[src/rtl/mem_arbiter.sv]
// Slot-multiplexed arbiter sharing one synchronous memory between the VGA fetch path and a CPU port.
// Optional build macro ARB_STATS_EN adds a saturating CPU stall counter output (stall_cnt).
module mem_arbiter #(
  parameter int          DATAWIDTH     = 16,
  parameter int          ADDRWIDTH     = 16,
  parameter logic [7:0]  CPU_SLOT_MASK = 8'b1111_1001
) (
  input  logic                 clk,
  input  logic                 rst,
  output logic [2:0]           acnt,
  input  logic [ADDRWIDTH-1:0] vga_addr,
  output logic [DATAWIDTH-1:0] glyph_num,
  output logic [DATAWIDTH-1:0] glyph_pixels,
  input  logic                 cpu_req,
  input  logic                 cpu_we,
  input  logic [ADDRWIDTH-1:0] cpu_addr,
  input  logic [DATAWIDTH-1:0] cpu_wdata,
  output logic                 cpu_gnt,
  output logic                 cpu_rvalid,
  output logic [DATAWIDTH-1:0] cpu_rdata,
  output logic [ADDRWIDTH-1:0] mem_addr,
  output logic                 mem_we,
  output logic [DATAWIDTH-1:0] mem_wdata,
  input  logic [DATAWIDTH-1:0] mem_rdata
`ifdef ARB_STATS_EN
  ,
  output logic [15:0]          stall_cnt
`endif
);

  // Slots 1 and 2 always belong to the VGA path, whatever the mask says.
  localparam logic [7:0] SLOT_MASK = CPU_SLOT_MASK & 8'b1111_1001;

  logic                 vga_slot;
  logic                 cpu_slot;
  logic                 rd_pend;
  logic [DATAWIDTH-1:0] rdata_q;

  assign vga_slot  = (acnt == 3'd1) || (acnt == 3'd2);
  assign cpu_slot  = SLOT_MASK[acnt];

  assign cpu_gnt   = cpu_req & cpu_slot;
  assign mem_addr  = vga_slot ? vga_addr : cpu_addr;
  assign mem_we    = cpu_gnt & cpu_we;
  assign mem_wdata = cpu_wdata;

  // Read data is forwarded from memory in the valid cycle and held afterwards.
  assign cpu_rvalid = rd_pend;
  assign cpu_rdata  = rd_pend ? mem_rdata : rdata_q;

  always_ff @(posedge clk or negedge rst) begin
    if (!rst) begin
      acnt         <= 3'd0;
      rd_pend      <= 1'b0;
      rdata_q      <= '0;
      glyph_num    <= '0;
      glyph_pixels <= '0;
    end else begin
      acnt    <= acnt + 3'd1;
      rd_pend <= cpu_gnt & ~cpu_we;
      if (rd_pend)
        rdata_q <= mem_rdata;
      if (acnt == 3'd2)
        glyph_num <= mem_rdata;
      if (acnt == 3'd3)
        glyph_pixels <= mem_rdata;
    end
  end

`ifdef ARB_STATS_EN
  always_ff @(posedge clk or negedge rst) begin
    if (!rst)
      stall_cnt <= 16'd0;
    else if (cpu_req && !cpu_gnt && (stall_cnt != 16'hFFFF))
      stall_cnt <= stall_cnt + 16'd1;
  end
`endif

endmodule

[config.mk]
export PLATFORM = sky130hd
export DESIGN_NAME = mem_arbiter
export DESIGN_NICKNAME = d
export VERILOG_FILES = /design/src/rtl/mem_arbiter.sv
export SDC_FILE = /design/constraint.sdc
export NUM_CORES = 1
export LEC_CHECK = 0
export CORE_MARGIN = 2
export CORE_UTILIZATION = 33
export DETAILED_ROUTE_END_ITERATION = 16
export PLACE_DENSITY = 0.73
export SLEW_MARGIN = 15
export SYNTH_ARGS = -nofsm -noshare
export SYNTH_HDL_FRONTEND = slang
export SYNTH_SLANG_ARGS = --single-unit
export TNS_END_PERCENT = 100
[constraint.sdc]
create_clock -name clk -period 1.4 [get_ports clk]
set_input_delay 0.14 -clock clk [delete_from_list [all_inputs] [get_ports clk]]
set_output_delay 0.14 -clock clk [all_outputs]
set_load 0.1 [all_outputs]
==> results, run 1 <==
- The routed design has roughly 6.6 mm of wire.
- The final number of hold-violating endpoints was 0.
- The initial utilization of the core area, before any placement, comes to ~34%.
- The number of antenna violations at the first check in global routing is 0.
- The largest single stage delay on the critical path is around 0.5 ns.
- The checks that failed: setup timing.
- The detailed router finished its first iteration with 25 violations.
- Of the total synthesized cell area, the portion taken by AND, OR, NAND and NOR gates is less than 1%.
- The synthesized netlist devotes 0% of its cell area to XOR and XNOR gates.
- The critical path is of the reg -> out type.
- After clock tree synthesis, the clock-pin slew on the worst setup and hold paths is roughly 0.08 ns.
- The number of levels in the clock H-tree is 2.
- Together, buffers and inverters on the worst path number 2.
- The slowest library cell on the worst path is dfrtp_4.
- Synthesis instantiated 14 different standard cells from the library.
- The worst setup path is captured at an output port.
- The average cell area after synthesis is between 15 and 20 µm².
- The launching instance or port of the critical path is acnt[1].
- The vias per cell is about 4.4.
- The finished layout holds between 300 and 400 standard cells, fillers aside.
- The congestion estimate from routability-driven global placement came to between 0.7 and 0.8.
- The post-route netlist has between 60% and 70% of its cells at a drive strength greater than 1.
- The number of nets at the end of the flow is between 300 and 400.
- Detailed routing inserted a total of between 1,500 and 2,000 vias.
- The area growth from synthesis to layout is 107%.
- The worst supply voltage drop on vdd is between 0.7 and 0.8 mV.
- The critical path goes through ha_4 -> o21bai_4 -> clkbuf_16 -> mux2_4 -> buf_12.
- Synthesis produced a netlist whose cell count is 153.
- The arithmetic-cell share of the synthesized area counting full adders, half adders and majority gates is under 10%.
- The largest fanout on the critical path is 8.
- Dividing the final minimum period by the clock period gives 144%.
- At the end of the flow the core is filled with cells to 71.1%.
- Entering global routing, the biggest net connects 37 pins.
- The number of buffers created by CTS is 5.
- The number of antenna-violating nets in the routed design is 0.
- The synthesized netlist net count is approximately 230.
- At the worst endpoint, the required time is between 1 and 1.5 ns.
- The number of antenna diodes in the final layout is 0.
- The overall overflow remaining after global route is 0.
- The min-delay analysis places its worst path in the category in -> out.
- The library cell used most frequently in the layout, excluding fill and tap cells, is buf_12.
- Broken down by cell family, the worst path's largest delay share belongs to flip-flops.
- The complex-gate fraction of the synthesized area is roughly 1.1%.
- The synthesized netlist occupies a cell area of between 2000 and 2500 µm².
- Dividing total power by cell area gives a power density of approximately 1000 nW/µm².
- The buffer levels on the longest clock path is 2.
- The clock period minus final worst setup slack is roughly 2.0 ns.
- The actual slew at the worst max-slew pin is roughly 0.48 ns.
- In the synthesized netlist, mux cells make up between 30% and 40% of the area.
- The yosys synthesis warning count is 0.
- The startpoint identified for the worst register-to-register timing path is acnt[0].
- The final critical-path setup slack is -0.614 ns.
- The total iterations of the first detailed-routing run is 2.
- The dominant combinational cell family by area after synthesis is multiplexers.
- The number of buffers added on ports is roughly 120.
- The region available for standard cell placement spans 6870 µm².
- The total half-perimeter wirelength after legalization and detailed placement is about 4.8 mm.
- The CTS root buffer is clkbuf_8.
- The achievable clock frequency is about 0.50 GHz.
- The first global-routing pass estimated between 9 and 10 mm of wire.
- Across the run, the number of max-cap violations was 0.
- Once placement completed, the tool counted placed cells totaling between 300 and 400.
- The count of standard-cell rows is 30.
- In this run the tightest slew margin relative to its limit is 68.3%.
- The vertical extent of the die is between 80 and 90 µm.
- In this run the register-to-register setup slack is -0.19 ns.
- Counting every sink on the clock net gives 52.
- STA puts the critical path data arrival time at about 1.9 ns.
- The flow ran to the end, but the final reports show violations.
- Summing the sequential cell areas from Yosys gives between 50% and 60% of the chip area.
- The worst setup path is launched from a flop.
- For the final database, setup skew stands at ~0.0068 ns.
- The TritonCTS clock tree is built.
- The synthesized design contains 52 register bits.
- The overall global routing resource usage is 16.8%.
- In the routed design, unresolved DRC markers number 0.
- The static leakage power is about 2.2 nW.
- The max-slew violation count was 0.
- The later-pin clock latency in the skew report is 0.29 ns.
- The top-level I/O count is 154.
- The die covers around 7800 µm².
- The number of global-route vias before repair is 1,848.
- After detailed routing, the average wire length per cell comes to between 15 and 20 µm.
- The final count of negative-setup-slack endpoints is 66.
- Setup repair after global routing could not meet its margin everywhere.
- The top cell types in the final layout, fill and taps aside, are 74 x buf_12, 50 x clkdlybuf4s50_1, 48 x mux2_4, 48 x dfrtp_1, 17 x buf_4.
- The origin of the worst min-delay path is cpu_wdata[10].
- The floorplan step set the die width to slightly below 90 µm.
## final timing paths
check                                     end  cells after the start
worst max-delay path              mem_addr[9]                      5
worst min-delay path            mem_wdata[10]                      0
worst max register to register   glyph_num[9]                      7
worst min register to register     rdata_q[2]                      1
max in group asynchronous          cpu_rvalid                      3
min in group asynchronous         rdata_q[11]                      3
## power by group
| part | internal (W) | switching [W] |
|---|---|---|
| sequential | 0.00162 | 0.0000759 |
| combinational | 0.000899 | 0.00133 |
| clock | 0.000513 | 0.000442 |
| total | 0.00303 | 0.00185 |
## state kept, by name (all words and copies together) (netlist names)
name,flops
glyph_num,16
glyph_pixels,16
rdata_q,16
acnt,3
cpu_rvalid,1
## stage by stage
step | setup WS [ns] | TNS (ns) | hold slack (ns) | area (µm²) | total power, W
2_1_floorplan | -0.441 | -17.50 | -0.156 | 2540 | 0.00321
3_3_place_gp | -0.274 | -5.21 | 0.114 | 4470 | 0.00387
3_5_place_dp | -0.321 | -6.25 | 0.109 | 4470 | 0.00389
4_1_cts | -0.655 | -17.49 | 0.281 | 4850 | 0.00492
5_1_grt | -0.662 | -20.78 | 0.280 | 4880 | 0.00505
6_report | -0.614 | -17.91 | 0.280 | 4880 | 0.00488
## logic make-up after synthesis
group | after synthesis
adders and majority gates | 4
DFF | 52
muxes | 64
and+or+nand+nor | 3
buffers and inverters | 28
AOI/OAI and AO/OA | 2
## timing repair
item                       in CTS  in global routing
buffers inserted               13                  4
setup endpoints to repair      66                 68
hold endpoints to repair       52                  0
pin swaps                       3                  2
gates cloned                    3                  0
hold buffers                    1                  0
gates resized for setup        21                  3
## layout make-up
class,instances,area (µm²)
Timing Repair Buffer,153,2270
Sequential cell,52,1310
Multi-Input combinational cell,73,1060
Inverter,5,21.3
Clock inverter,1,30.0
Tap cell,96,120
Clock buffer,5,68.8
Fill cell,432,1980
## synth_stat cells (all sizes together)
library cell  count  area share [%]
ha                4             2.1
o21a              1            0.32
buf              23             7.8
dfrtp            52              55
and2              1            0.27
o21bai            1            0.80
mux2             64              32
inv               5            0.80
nand2b            1            0.27
nor2b             1            0.27
## layer usage
metal	GRT usage, %	vias to the layer above	routed length, µm
li1	-	778	-
met1	21.8	845	2510
met2	28.4	52	3720
met3	3.54	10	267
met4	4.82	0	84
met5	0	-	0
## worst reg2reg max path: cells and delay by family (launching register included)
kind / cells / cell delay, ns
flops: 1 / 0.52
buf+inv: 4 / 0.44
mux: 1 / 0.30
fa+ha+maj: 1 / 0.15
simple gates: 1 / 0.08
(Power assumes the default switching activity.)
==> run 2, diff against run 1 <==
--- a/config.mk
+++ b/config.mk
@@ -5,10 +5,12 @@
 export SDC_FILE = /design/constraint.sdc
 export NUM_CORES = 1
 export LEC_CHECK = 0
+export CELL_PAD_IN_SITES_DETAIL_PLACEMENT = 0
+export CELL_PAD_IN_SITES_GLOBAL_PLACEMENT = 1
 export CORE_MARGIN = 2
-export CORE_UTILIZATION = 33
+export CORE_UTILIZATION = 24
 export DETAILED_ROUTE_END_ITERATION = 16
-export PLACE_DENSITY = 0.73
+export PLACE_DENSITY = 0.71
 export SLEW_MARGIN = 15
 export SYNTH_ARGS = -nofsm -noshare
 export SYNTH_HDL_FRONTEND = slang
==> run 2 against run 1 <==
  * The run still ends with setup timing left
  * Critical path type unchanged
  * Sequential power hardly changed
  * Flip-flop and latch count unchanged
  * Global-route usage down 5.1 points
  * First-iteration DRC count fell by 20%
  * Critical endpoint unchanged
==> results, run 2 (same netlist as run 1, synthesis figures left out) <==
- The reg2reg setup slack came to -0.29 ns (-0.10 ns).
- The static leakage power was 2.18 nW (-1.9%).
- The number of global-route vias before repair is 1,749 (-5.4%).
- The critical path is of the reg -> out type.
- The flow ran to the end, but the final reports show violations.
- The overall overflow remaining after global route is 0 (unchanged).
- The largest clock skew in the final design is 0.00852 ns (+0.00175 ns).
- The die width is 103 µm (+16%).
- The die footprint was 10,600 µm² (+36%).
- The average detailed-routed wire length per instance is 14.9 µm (-12%).
- The switching fraction of total power is 38.6% (+0.76 points).
- The worst slew margin relative to its limit was 72.7% (+4.4 points).
- The top-level I/O count is 154 (unchanged).
- The detailed-route via count is 1,664 (-1.2%).
- The kind of capture point of the worst setup path is an output port.
- The largest net degree at the start of global routing is 32 (-14%).
- The combinational cell fraction of total power is 44.3% (-1.4 points).
- The total iterations of the first detailed-routing run came to 5 (+3).
- The number of antenna violations at the first check in global routing is 0 (unchanged).
- The violation count after the first detailed-route iteration is 20 (-20%).
- Routed signal wires occupy layers up through met4.
- The clock sink total was 52 (unchanged).
- The clock transition time at the flip-flop clock pins of the worst setup and hold paths came to 0.10 ns (+0.02 ns).
- The number of antenna-violating nets in the routed design came to 0 (unchanged).
- The first-pass GRT wire length is 9.43 mm (-4.7%).
- The final count of negative-setup-slack endpoints is 67 (+1.5%).
- The vertical extent of the die is 103 µm (+16%).
- The routability congestion estimate is 0.688 (-2.7%).
- The delay of the slowest critical-path stage is 0.52 ns (about the same).
- The largest registers in the layout are glyph_num: 16 flops, glyph_pixels: 16 flops, rdata_q: 16 flops.
- The worst setup path is launched from a flop.
- The cell with the most instances on the worst path is buf_12.
- The final critical-path setup slack is -0.634 ns (-0.0203 ns).
- The routed wire length on met2 is 3.25 mm (-12%).
- Among all stages on the critical path, the largest delay is contributed by dfrtp_4.
- The count of standard-cell rows came to 36 (+20%).
- The overall power after layout is 0.00494 W (+1.3%).
- The number of buffers and inverters on the critical path is 2 (unchanged).
- The portion of total power attributed to sequential cells was 34.2% (-0.5 points).
- The final period utilization came to 145% (+1.4 points).
- The max-slew violation count is 0 (unchanged).
- The number of buffers created by CTS came to 5 (unchanged).
- The checks that failed: setup timing.
- The number of nets at the end of the flow is 354 (-2.2%).
- The core occupancy in the finished layout is 50.4% (-21 points).
- The achievable clock frequency is 0.492 GHz (-1.0%).
- The total inserted antenna cells is 0 (unchanged).
- The final wirelength is 6.22 mm (-5.4%).
- The number of levels in the clock H-tree is 2 (unchanged).
- The remaining routing DRC violations is 0 (unchanged).
- The largest fanout on the critical path is 10 (+2).
- The vias per cell is 4.00 (-8.6%).
- The CTS root buffer is clkbuf_8.
- The power share of the clock group is 21.5% (+1.9 points).
- The final number of hold-violating endpoints is 0 (unchanged).
- Walking the worst path, the cells encountered are ha_4 -> o21bai_4 -> buf_12 -> mux2_4 -> buf_12.
- The switching power is 0.00191 W (+3.3%).
- The met3 layer wire length in the routed design came to 276 µm (+3.4%).
- The buffer levels on the longest clock path is 2 (unchanged).
- TritonCTS built the clock tree.
- The internal power is 0.00303 W (about the same).
- The worst supply voltage drop on vdd was 0.740 mV (+1.4%).
- The area growth from synthesis to layout is 106%.
- The clock period minus final worst setup slack was 2.03 ns (+0.0203 ns).
- The count of max-cap constraint violations is 0 (unchanged).
- The number of buffers added on ports was 121 (unchanged).
- The core area is 9640 µm² (+40%).
- Leaving out fill and tap cells, the most frequent cells in the layout are 77 x buf_12, 50 x clkdlybuf4s50_1, 48 x mux2_4, 48 x dfrtp_1, 16 x mux2_2.
- The total half-perimeter wirelength after legalization and detailed placement is 4.73 mm (-0.83%).
- The most common cell after layout, fill and taps aside is buf_12.
- Setup repair after global routing could not meet its margin everywhere.
- The path type of the worst min-delay path is in -> out.
- The signal arrival time at the worst endpoint is 1.89 ns (+0.02 ns).
- The actual slew at the worst max-slew pin was 0.410 ns (-0.0660 ns).
- The cell area power density is 1020 nW/µm² (+1.9%).
- The fraction of layout cells with a size suffix above 1 is 62.9% (-1.5 points).
- The later-pin clock latency in the skew report was 0.30 ns (about the same).
- The overall global routing resource usage came to 11.6% (-5.1 points).
- The required time of the critical path was 1.26 ns (about the same).
- The met1 routed wirelength after detailed routing was 2.65 mm (+5.5%).
- The cell family contributing the most delay on the critical path is flip-flops.
- The initial core utilization is 24.4% (-9.9 points).
run 2: changes by cell type in the layout (fill, tap and decap cells not counted), moves of 2 or more:
| cell | change |
|---|---|
| buf_4 | -7 |
| buf_6 | -2 |
| ha_4 | -2 |
| buf_12 | +3 |
run 2: metal layers:
layer | GRT usage [%] | vias up
li1 | - | 764
met3 | 2.51 | 6
met2 | 19.1 | 53
met1 | 15.6 | 841
met4 | 3.24 | 0
met5 | 0 | -
run 2: what timing repair did:
action | in CTS | in global routing
endpoints found under the hold margin | 52 | 0
gates resized for setup | 18 | 3
pin swaps | 1 | 0
endpoints found under the setup margin | 67 | 66
hold buffers | 1 | 0
buffers inserted | 8 | 3
run 2: path summary, 6_finish.rpt:
| path | start | end | cells after the start |
|---|---|---|---|
| worst max register to register | acnt[1] | glyph_num[3] | 7 |
| min in group asynchronous | rst | rdata_q[11] | 3 |
| max in group asynchronous | rst | acnt[0] | 3 |
| worst max-delay path | acnt[1] | mem_addr[9] | 5 |
| worst min-delay path | cpu_wdata[0] | mem_wdata[0] | 0 |
| worst min register to register | rdata_q[2] | rdata_q[2] | 1 |
run 2: stage by stage:
stage / TNS, ns / cells / cell area, µm² / setup WS (ns) / hold WS [ns]
2_1_floorplan: -17.50 / 153 / 2540 / -0.441 / -0.156
3_3_place_gp: -8.07 / 396 / 4530 / -0.282 / 0.131
3_5_place_dp: -9.24 / 396 / 4530 / -0.306 / 0.150
4_1_cts: -20.96 / 413 / 4810 / -0.654 / 0.281
5_1_grt: -24.52 / 416 / 4850 / -0.685 / 0.280
6_report: -22.01 / 416 / 4850 / -0.634 / 0.280
run 2: worst register-to-register path, delay by kind of cell (launching register included):
kind	cells	cell delay, ns
multiplexers	1	0.30
buffers and inverters	4	0.48
flip-flops	1	0.52
adder cells (fa/ha/maj)	1	0.18
AND/OR/NAND/NOR	1	0.08
run 2: layout make-up:
| type | instances | area (µm²) |
|---|---|---|
| Multi-Input combinational cell | 73 | 1040 |
| Clock buffer | 6 | 72.6 |
| Tap cell | 133 | 166 |
| Sequential cell | 52 | 1310 |
| Clock inverter | 2 | 38.8 |
| Timing Repair Buffer | 145 | 2200 |
| Inverter | 5 | 21.3 |
| Fill cell | 828 | 4790 |
run 2: power by group through the flow:
| stage | clock [W] | sequential [W] | combinational (W) |
|---|---|---|---|
| 6_report | 0.00106 | 0.00169 | 0.00219 |
| 5_1_grt | 0.00117 | 0.00171 | 0.00225 |
| 4_1_cts | 0.00110 | 0.00169 | 0.00220 |
| 3_5_place_dp | 0 | 0.00174 | 0.00215 |
| 3_3_place_gp | 0 | 0.00173 | 0.00214 |
| 2_1_floorplan | 0 | 0.00204 | 0.00117 |
==> run 3, diff against run 2 <==
--- a/config.mk
+++ b/config.mk
@@ -7,7 +7,6 @@
 export LEC_CHECK = 0
 export CELL_PAD_IN_SITES_DETAIL_PLACEMENT = 0
 export CELL_PAD_IN_SITES_GLOBAL_PLACEMENT = 1
-export CORE_MARGIN = 2
 export CORE_UTILIZATION = 24
 export DETAILED_ROUTE_END_ITERATION = 16
 export PLACE_DENSITY = 0.71
==> run 3 against run 2 <==
  * The flow still finishes with violations (setup timing)
  * Sequential power about the same
  * Fmax increased by 1.3%
  * Critical path depth unchanged
  * Register-to-register slack improved by 0.11 ns
  * Cell area increased by 1.5%
  * Largest cell class unchanged
  * Largest power group unchanged
  * Highest routed layer unchanged
==> results, run 3 (same netlist as run 1, synthesis figures left out) <==
- The area growth from synthesis to layout is 109%.
- The final-layout fill cell count is 787 (-5.0%).
- The first-pass GRT wire length is 10.3 mm (+9.4%).
- The final number of hold-violating endpoints is 0 (unchanged).
- The initial core utilization is 25.1% (+0.70 points).
- The number of buffers created by CTS came to 5 (unchanged).
- The final count of negative-setup-slack endpoints was 53 (-21%).
- The combinational cell fraction of total power came to 47.0% (+2.7 points).
- The worst slew margin relative to its limit is 73.6% (+0.93 points).
- The vias per cell is 4.01 (+0.30%).
- The multi-input gate area in the final layout is 1050 µm² (+1.2%).
- The library cells used most frequently in the layout, excluding fill and tap cells, are 76 x buf_12, 50 x clkdlybuf4s50_1, 48 x mux2_4, 48 x dfrtp_1, 20 x buf_4.
- The reg2reg setup slack came to -0.18 ns (+0.11 ns).
- The total iterations of the first detailed-routing run is 3 (-2).
- The count of max-cap constraint violations is 0 (unchanged).
- The final-layout worst hold slack is 0.280 ns (unchanged).
- The final critical-path setup slack is -0.607 ns (+0.0269 ns).
- The final period utilization is 143% (-1.9 points).
- The launching instance or port of the critical path is acnt[0].
- The number of nets at the end of the flow came to 364 (+2.8%).
- The clock transition time at the flip-flop clock pins of the worst setup and hold paths is 0.10 ns (about the same).
- The average detailed-routed wire length per instance came to 16.1 µm (+7.7%).
- The core occupancy in the finished layout is 52.6% (+2.2 points).
- The actual slew at the worst max-slew pin is 0.396 ns (-0.0140 ns).
- The endpoint identified for the worst register-to-register timing path is glyph_pixels[7].
- The power share of the clock group is 17.9% (-3.6 points).
- The violation count after the first detailed-route iteration was 34 (+70%).
- The number of antenna violations at the first check in global routing is 0 (unchanged).
- The clock period minus final worst setup slack came to 2.01 ns (-0.0269 ns).
- The final wirelength is 6.80 mm (+9.3%).
- The total inserted antenna cells is 0 (unchanged).
- The fraction of layout cells with a size suffix above 1 is 64.5% (+1.6 points).
- The portion of total power attributed to sequential cells is 35.2% (+1.0 points).
- The TritonCTS clock tree is built.
- The cell area power density is 977 nW/µm² (-4.0%).
- Walking the worst path, the cells encountered are ha_4 -> o21bai_4 -> buf_12 -> mux2_4 -> buf_12.
- The die width was 101 µm (-1.9%).
- The logic depth of the worst register-to-register path came to 5 (-2).
- The count of standard-cell rows was 35 (-2.8%).
- The largest net degree at the start of global routing came to 22 (-31%).
- The combined flip-flop and latch cell area is 1310 µm² (unchanged).
- The total half-perimeter wirelength after legalization and detailed placement is 5.14 mm (+8.6%).
- The cell total after placement is 397 (+0.25%).
- The switching power is 0.00191 W (+0.23%).
- The number of levels in the clock H-tree was 2 (unchanged).
- The remaining routing DRC violations came to 0 (unchanged).
- The checks that failed: setup timing.
- The run finished, with violations left.
- The largest clock skew in the final design is 0.00969 ns (+0.00117 ns).
- The achievable clock frequency was 0.498 GHz (+1.3%).
- In this design, the critical path's most frequently occurring cell is buf_12.
- The critical path ends at mem_addr[10].
- The worst setup path is captured at an output port.
- The buffer levels on the longest clock path came to 2 (unchanged).
- The later-pin clock latency in the skew report is 0.30 ns (about the same).
- The signal arrival time at the worst endpoint is 1.87 ns (-0.02 ns).
- The startpoint identified for the worst register-to-register timing path is acnt[0].
- The delay of the slowest critical-path stage is 0.52 ns (about the same).
- The post-place instance area came to 4570 µm² (+0.72%).
- The required time of the critical path is 1.26 ns (about the same).
- The pre-CTS setup slack is -0.281 ns (+0.0245 ns).
- The largest registers in the layout are glyph_num: 16 flops, glyph_pixels: 16 flops, rdata_q: 16 flops.
- The top-level I/O count is 154 (unchanged).
- The number of antenna-violating nets in the routed design is 0 (unchanged).
- The overall global routing resource usage came to 13.3% (+1.6 points).
- The detailed-route via count is 1,693 (+1.7%).
- The critical path in this run is classified as reg -> out.
- The switching fraction of total power was 39.7% (+1.1 points).
- The slowest stage of the critical path belongs to the cell dfrtp_4.
- The internal power is 0.00290 W (-4.2%).
- In this run the worst hold path is classified as in -> out.
- The worst setup path is launched from a flop.
- In this run the most critical hold path is launched from cpu_wdata[0].
- Leaving out fill and tap cells, the most frequent cell in the layout is buf_12.
- The number of buffers added on ports is 121 (unchanged).
- The overall overflow remaining after global route is 0 (unchanged).
- The die footprint is 10,200 µm² (-3.8%).
- The vertical extent of the die is 101 µm (-1.9%).
- The largest fanout on the critical path is 10 (unchanged).
- The post-route non-filler standard cell count is 422 (+1.4%).
- The static leakage power came to 2.22 nW (+1.7%).
- Setup repair after global routing could not meet its margin everywhere.
- The core area is 9370 µm² (-2.8%).
- The max-slew violation count came to 0 (unchanged).
- The number of global-route vias before repair came to 1,822 (+4.2%).
- The routability congestion estimate is 0.640 (-7.1%).
- The clock sink total is 52 (unchanged).
- The tree is rooted in a clkbuf_8.
- The final non-filler cell area is 4930 µm² (+1.5%).
- The worst supply voltage drop on vdd is 0.489 mV (-34%).
[run 3: worst min-delay path by stage]
| stage | endpoint | cells past startpoint |
|---|---|---|
| finish | mem_wdata[0] | 0 |
| global route | mem_wdata[4] | 0 |
| CTS | mem_wdata[12] | 0 |
| detailed placement | glyph_num[13] | 1 |
| global placement | glyph_num[13] | 1 |
| floorplan | acnt[2] | 0 |
[run 3: cell type report]
class                   count  area share (%)
flip-flops and latches     52            26.7
well taps                 129            3.27
multi-input cells          73            21.4
repair buffers            155            46.5
clock inverters             2           0.330
inverters                   5           0.432
clock buffers               6            1.47
[run 3: metrics by stage]
| step | total power [W] | setup TNS [ns] |
|---|---|---|
| final | 0.00482 | -16.81 |
| after global routing | 0.00498 | -19.48 |
| after CTS | 0.00485 | -18.82 |
| after floorplan | 0.00321 | -17.50 |
| after global placement | 0.00389 | -8.03 |
| after detailed placement | 0.00390 | -8.87 |
[run 3: worst max-delay path, delay by kind of cell (launching register included)]
kind / cells / cell delay (ns)
buf+inv: 2 / 0.34
flops: 1 / 0.52
mux: 1 / 0.32
compound gates: 1 / 0.20
fa+ha+maj: 1 / 0.18
[run 3: per-layer routing]
| metal | wire length, µm | track usage [%] | share of wire [%] | vias to the layer above |
|---|---|---|---|---|
| li1 | - | - | - | 783 |
| met1 | 2920 | 17.7 | 43 | 856 |
| met2 | 3540 | 22.0 | 52 | 50 |
| met3 | 312 | 3.05 | 4.6 | 4 |
| met4 | 27 | 2.79 | 0.40 | 0 |
| met5 | 0 | 0 | 0 | - |
[run 3: power by group through the flow]
stage	clock [W]	sequential (W)	combinational (W)
2_1_floorplan	0	0.00204	0.00117
3_3_place_gp	0	0.00173	0.00215
3_5_place_dp	0	0.00174	0.00216
4_1_cts	0.000889	0.00169	0.00227
5_1_grt	0.000952	0.00171	0.00233
6_report	0.000860	0.00169	0.00226
[run 3: what timing repair did]
action / in CTS / in global routing
setup endpoints to repair: 66 / 67
gates resized for setup: 11 / 16
pin swaps: 2 / 1
hold buffers: 1 / 0
buffers inserted: 13 / 2
cloned: 1 / 1
endpoints found under the hold margin: 9 / 0
==> RTL change 1: new RTL, settings of run 2 <==
Change the parameter `ADDRWIDTH` from 16 to 15.
--- a/src/rtl/mem_arbiter.sv
+++ b/src/rtl/mem_arbiter.sv
@@ -4,3 +4,3 @@
   parameter int          DATAWIDTH     = 16,
-  parameter int          ADDRWIDTH     = 16,
+  parameter int          ADDRWIDTH     = 15,
   parameter logic [7:0]  CPU_SLOT_MASK = 8'b1111_1001
Ports: changed (resized cpu_addr, mem_addr and vga_addr); port bits go from 154 to 151. The function was not compared with the original's and may differ.
==> RTL change 1 against run 2 <==
  * Largest power group unchanged
  * The run still ends with negative setup slack left
  * Register-to-register slack better by 130 ps
  * First-iteration DRC count increased by 70%
  * Hold slack is the same
  * Critical path type unchanged
  * Via count is 1.3% lower
  * Total power down 0.37%
  * Routed wire length up 4.5%
  * Sequential share of layout area increased by 0.16 points
  * Highest routed layer unchanged
  * Maximum frequency rose by 1.1%
  * Cell area down 0.59%
  * Utilization fell by 0.30 points
  * Area after synthesis shrank 0.48%
  * Sequential cell count did not move
  * Worst setup slack improved by 22 ps
==> RTL change 1: results (changes against run 2) <==
----------------------------------------------------
[GRT]
  Pin count of the biggest net entering global routing ... 53 (+66%)
  Global-route wire length before repair ... 9520 um (+0.95%)
  Total routing resource utilization after global routing ... 0.119 (+0.00255)
  Via count of the first global-routing pass ... 1716 (-1.9%)

[Routing]
  Number of vias after detailed routing ... 1643 (-1.3%)
  Number of detailed-route iterations in the first pass ... 3 (-2)
  Number of DRC violations after detailed-routing iteration 0 ... 34 (+70%)
  Wire length after detailed routing ... 6500 um (+4.5%)
  Post-DR wirelength/cell ... 15.8 um (+6.0%)

[Worst setup path]
  Worst reg2reg path startpoint ... acnt[0]
  R2R depth ... 5 (-2)
  Reg2Reg Setup Slack ... -160 ps (+130 ps)
  R2R Path End ... glyph_pixels[15]
  Signal arrival time at the worst endpoint ... 1870 ps (-20 ps)

[Synthesis]
  Arithmetic-cell share of the synthesized area counting full adders, half adders and majority gates ... 0.0213 (+0.000102)
  Mux share of post-synthesis cell area ... 0.319 (-0.00326)
  Complex-gate fraction of the synthesized area ... 0.0112 (+0.0000536)

[Outcome]
  Result of the run ... finished with violations
  Violations in the final reports ... negative setup slack

[Power and ir drop]
  Static Leakage ... 2.16 nW (-1.1%)
  VDD IR-drop max ... 576 uV (-22%)

[Placement]
  Number of buffers inserted by port buffering ... 118 (-2.5%)
  # placed instances ... 390 (-1.5%)
  Final weighted congestion in routability-driven placement ... 0.691 (+0.33%)
  Place WS ... -296 ps (+10.1 ps)
  Half-perimeter wire length after detailed placement ... 4590 um (-3.1%)

[Finish]
  Share of cells above drive strength 1 ... 0.632 (+0.00279)
  Number of fill cells ... 857 (+3.5%)

[Timing]
  Worst Slack Setup Final ... -612 ps (+22.1 ps)
  Final setup violating endpoints ... 54 (-19%)

----------------------------------------------------
## RTL change 1: cell types whose count changed in the layout (fill, tap and decap cells not counted), moves of 2 or more
cell,run 2,this run
clkdlybuf4s50_1,50,48
buf_16,0,2
buf_12,77,74
buf_4,10,8
## RTL change 1: layout make-up
cell class | instances | area [um^2] | area share
well taps | 133 | 166 | 0.0345
repair buffers | 140 | 2170 | 0.450
inverters | 5 | 21.3 | 0.00441
multi-input cells | 72 | 1040 | 0.215
clock buffers | 6 | 72.6 | 0.0150
flip-flops and latches | 52 | 1310 | 0.272
clock inverters | 2 | 38.8 | 0.00804
## RTL change 1: what timing repair did
| action | CTS | global route |
|---|---|---|
| gates resized for setup | 14 | 6 |
| hold buffers | 1 | 0 |
| endpoints found under the setup margin | 65 | 66 |
| gates cloned | 3 | 1 |
| setup buffers | 5 | 3 |
| pin swaps | 1 | 2 |
| endpoints found under the hold margin | 52 | 0 |
## RTL change 1: how the worst max path moves through the flow
stage | depth (start not counted) | endpoint | startpoint
3_5_place_dp | 5 | mem_addr[14] | acnt[0]
2_1_floorplan | 4 | mem_addr[10] | acnt[0]
3_3_place_gp | 5 | mem_addr[0] | acnt[0]
5_1_grt | 5 | mem_addr[13] | acnt[0]
4_1_cts | 5 | mem_addr[2] | acnt[0]
6_report | 5 | mem_addr[10] | acnt[0]
## RTL change 1: power by group through the flow
stage               logic, mW  clock network [mW]  registers, mW
finish                   2.19                1.04           1.69
detailed placement       2.13                   0           1.74
CTS                      2.19                1.10           1.70
global placement         2.12                   0           1.73
global route             2.24                1.15           1.71
floorplan                1.15                   0           2.04
## RTL change 1: per-layer routing
layer | part of all wire | GRT usage
met3 | 0.042 | 0.0224
met4 | 0.0077 | 0.0334
met1 | 0.43 | 0.168
met2 | 0.52 | 0.188
met5 | 0 | 0
==> RTL change 2: new RTL, flow settings as in run 2 <==
Made on the original files. Register the output `acnt` once more, without a reset; this adds one clock of latency there. The other outputs are not delayed to match.
--- a/src/rtl/mem_arbiter.sv
+++ b/src/rtl/mem_arbiter.sv
@@ -33,2 +33,4 @@
 
+  logic [2:0] acnt_s0;
+
   logic                 vga_slot;
@@ -38,4 +40,4 @@
 
-  assign vga_slot  = (acnt == 3'd1) || (acnt == 3'd2);
-  assign cpu_slot  = SLOT_MASK[acnt];
+  assign vga_slot  = (acnt_s0 == 3'd1) || (acnt_s0 == 3'd2);
+  assign cpu_slot  = SLOT_MASK[acnt_s0];
 
@@ -52,3 +54,3 @@
     if (!rst) begin
-      acnt         <= 3'd0;
+      acnt_s0      <= 3'd0;
       rd_pend      <= 1'b0;
@@ -58,3 +60,3 @@
     end else begin
-      acnt    <= acnt + 3'd1;
+      acnt_s0 <= acnt_s0 + 3'd1;
       rd_pend <= cpu_gnt & ~cpu_we;
@@ -62,5 +64,5 @@
         rdata_q <= mem_rdata;
-      if (acnt == 3'd2)
+      if (acnt_s0 == 3'd2)
         glyph_num <= mem_rdata;
-      if (acnt == 3'd3)
+      if (acnt_s0 == 3'd3)
         glyph_pixels <= mem_rdata;
@@ -78,2 +80,6 @@
 
+  always_ff @(posedge clk) begin
+    acnt <= acnt_s0;
+  end
+
 endmodule
Check against the original RTL: not equivalent (a bounded check fails within 4 cycles, from zero or initial values and one cycle with rst low).
==> RTL change 2 against run 2 <==
  * The run still ends with negative setup slack left
  * Cell count increased by 2.9%
  * Routed wire length increased by 6.4%
  * Cell area increased by 2.4%
  * Total power decreased by 1.3%
  * Area after synthesis increased by 2.5%
  * Hold slack about the same
  * Die area increased by 2.4%
  * Highest routed layer unchanged
  * Via count increased by 3.1%
  * Maximum frequency increased by 2.7%
  * Non-clock buffer count increased by 9
  * Worst setup slack improved by 54 ps
  * Largest power group unchanged
  * Sequential cell count increased by 3
  * Register-to-register slack got worse by 190 ps
==> RTL change 2: results (changes against run 2) <==
----------------------------------------------------
[Placement]
  Post-DP Area ... 4560 um^2 (+0.63%)
  Final weighted congestion in routability-driven placement ... 0.702 (+2.0%)
  Half-perimeter wire length after detailed placement ... 4810 um (+1.6%)

[Synthesis]
  Complex-gate fraction of the synthesized area ... 0.0109 (-0.000277)
  Synthesized net count ... 228 (+1.3%)
  Summed instance area of the synthesized netlist ... 2420 um^2 (+2.5%)
  Mux share of post-synthesis cell area ... 0.314 (-0.00800)
  Part of the Yosys area used for sequential elements ... 0.563 (+0.0111)
  Number of library cell types mapped by synthesis ... 15 (+1)
  Top cells by area in the synthesized netlist ... dfrtp_1, mux2_2, mux2_4, buf_4, dfxtp_1
  Arithmetic-cell share of the synthesized area counting full adders, half adders and majority gates ... 0.0207 (-0.000528)
  Async set-or-reset flop fraction in the synthesized netlist ... 0.945 (-0.0545)

[Timing]
  Worst slew margin relative to its limit ... 0.761 (+0.0343)
  Worst Slack Setup Final ... -581 ps (+53.9 ps)
  Final setup violating endpoints ... 52 (-22%)
  Minimum hold slack ... 280 ps (-0.0110 ps)
  Maximum clock skew at final layout ... 8.31 ps (-0.211 ps)

[Finish]
  Number of fill cells ... 823 (-0.60%)
  Non-clk buf share ... 0.461 (+0.00827)
  Share of cells above drive strength 1 ... 0.631 (+0.00153)
  Relative area of clock buffers and inverters in the final design ... 0.0179 (-0.00507)
  NumNets Final ... 366 (+3.4%)
  Non-clk bufs ... 154 (+6.2%)
  Area occupied by registers ... 1370 um^2 (+4.0%)
  Leading cell kind ... buffers

[Power and ir drop]
  Sequential cell fraction of total power ... 0.365 (+0.023)
  Share of power burned in the clock network ... 0.180 (-0.035)
  Total power after layout ... 4.88 mW (-1.3%)
  Internal portion of total power ... 2.96 mW (-2.4%)
  VDD IR-drop max ... 587 uV (-21%)
  Static Leakage ... 2.21 nW (+1.6%)

[Clock network]
  Post-cts resize count ... 20 (+2)
  CTS sink cnt ... 55 (+5.8%)
  Number of buffers inserted by post-CTS setup repair ... 14 (+6)

[Worst setup path]
  Worst reg2reg path startpoint ... acnt_s0[0]
  Reg2Reg Setup Slack ... -480 ps (-190 ps)
  R2R Path End ... glyph_pixels[9]
  Signal arrival time at the worst endpoint ... 1840 ps (-50 ps)
  Crit-path slowest cell ... dfrtp_2
  Largest fanout on the critical path ... 7 (-3)
  CP Capture Point ... mem_addr[10]

[GRT]
  Via count of the first global-routing pass ... 1903 (+8.8%)
  Met3 track utilization from global routing ... 0.0326 (+0.00750)
  GRT met1 Usage ... 0.162 (+0.00581)
  Met2 GRT Util ... 0.203 (+0.0118)
  Total routing resource utilization after global routing ... 0.123 (+0.00620)
  Pin count of the biggest net entering global routing ... 28 (-13%)
  Global-route wire length before repair ... 10600 um (+12%)

[Outcome]
  Violations in the final reports ... negative setup slack
  Result of the run ... finished with violations

[Routing]
  Post-DR wirelength/cell ... 15.5 um (+3.4%)
  Number of DRC violations after detailed-routing iteration 0 ... 42 (+110%)
  Via density per instance ... 4.01 (+0.18%)
  Number of detailed-route iterations in the first pass ... 4 (-1)

----------------------------------------------------
## RTL change 2: cell count changes after synthesis, sizes merged
cell | before | now
dfxtp | 0 | 3
## RTL change 2: per-layer routing
layer,part of all wire,vias up
li1,-,793
met1,0.43,852
met2,0.51,66
met3,0.054,4
met4,0.0027,0
met5,0,-
## RTL change 2: how the worst min path moves through the flow
stage / startpoint / end / cells after the start
finish: cpu_wdata[14] / mem_wdata[14] / 0
detailed placement: rst / glyph_pixels[13] / 2
floorplan: rst / acnt_s0[0] / 0
global placement: rst / rdata_q[13] / 2
CTS: cpu_wdata[12] / mem_wdata[12] / 0
global route: cpu_wdata[15] / mem_wdata[15] / 0
## RTL change 2: through the flow
| stage | worst slack, ps | instances | util |
|---|---|---|---|
| global placement | -234 | 401 | 0.467 |
| global route | -649 | 428 | 0.508 |
| CTS | -595 | 426 | 0.504 |
| finish | -581 | 428 | 0.508 |
| floorplan | -208 | 156 | - |
| detailed placement | -300 | 401 | 0.467 |
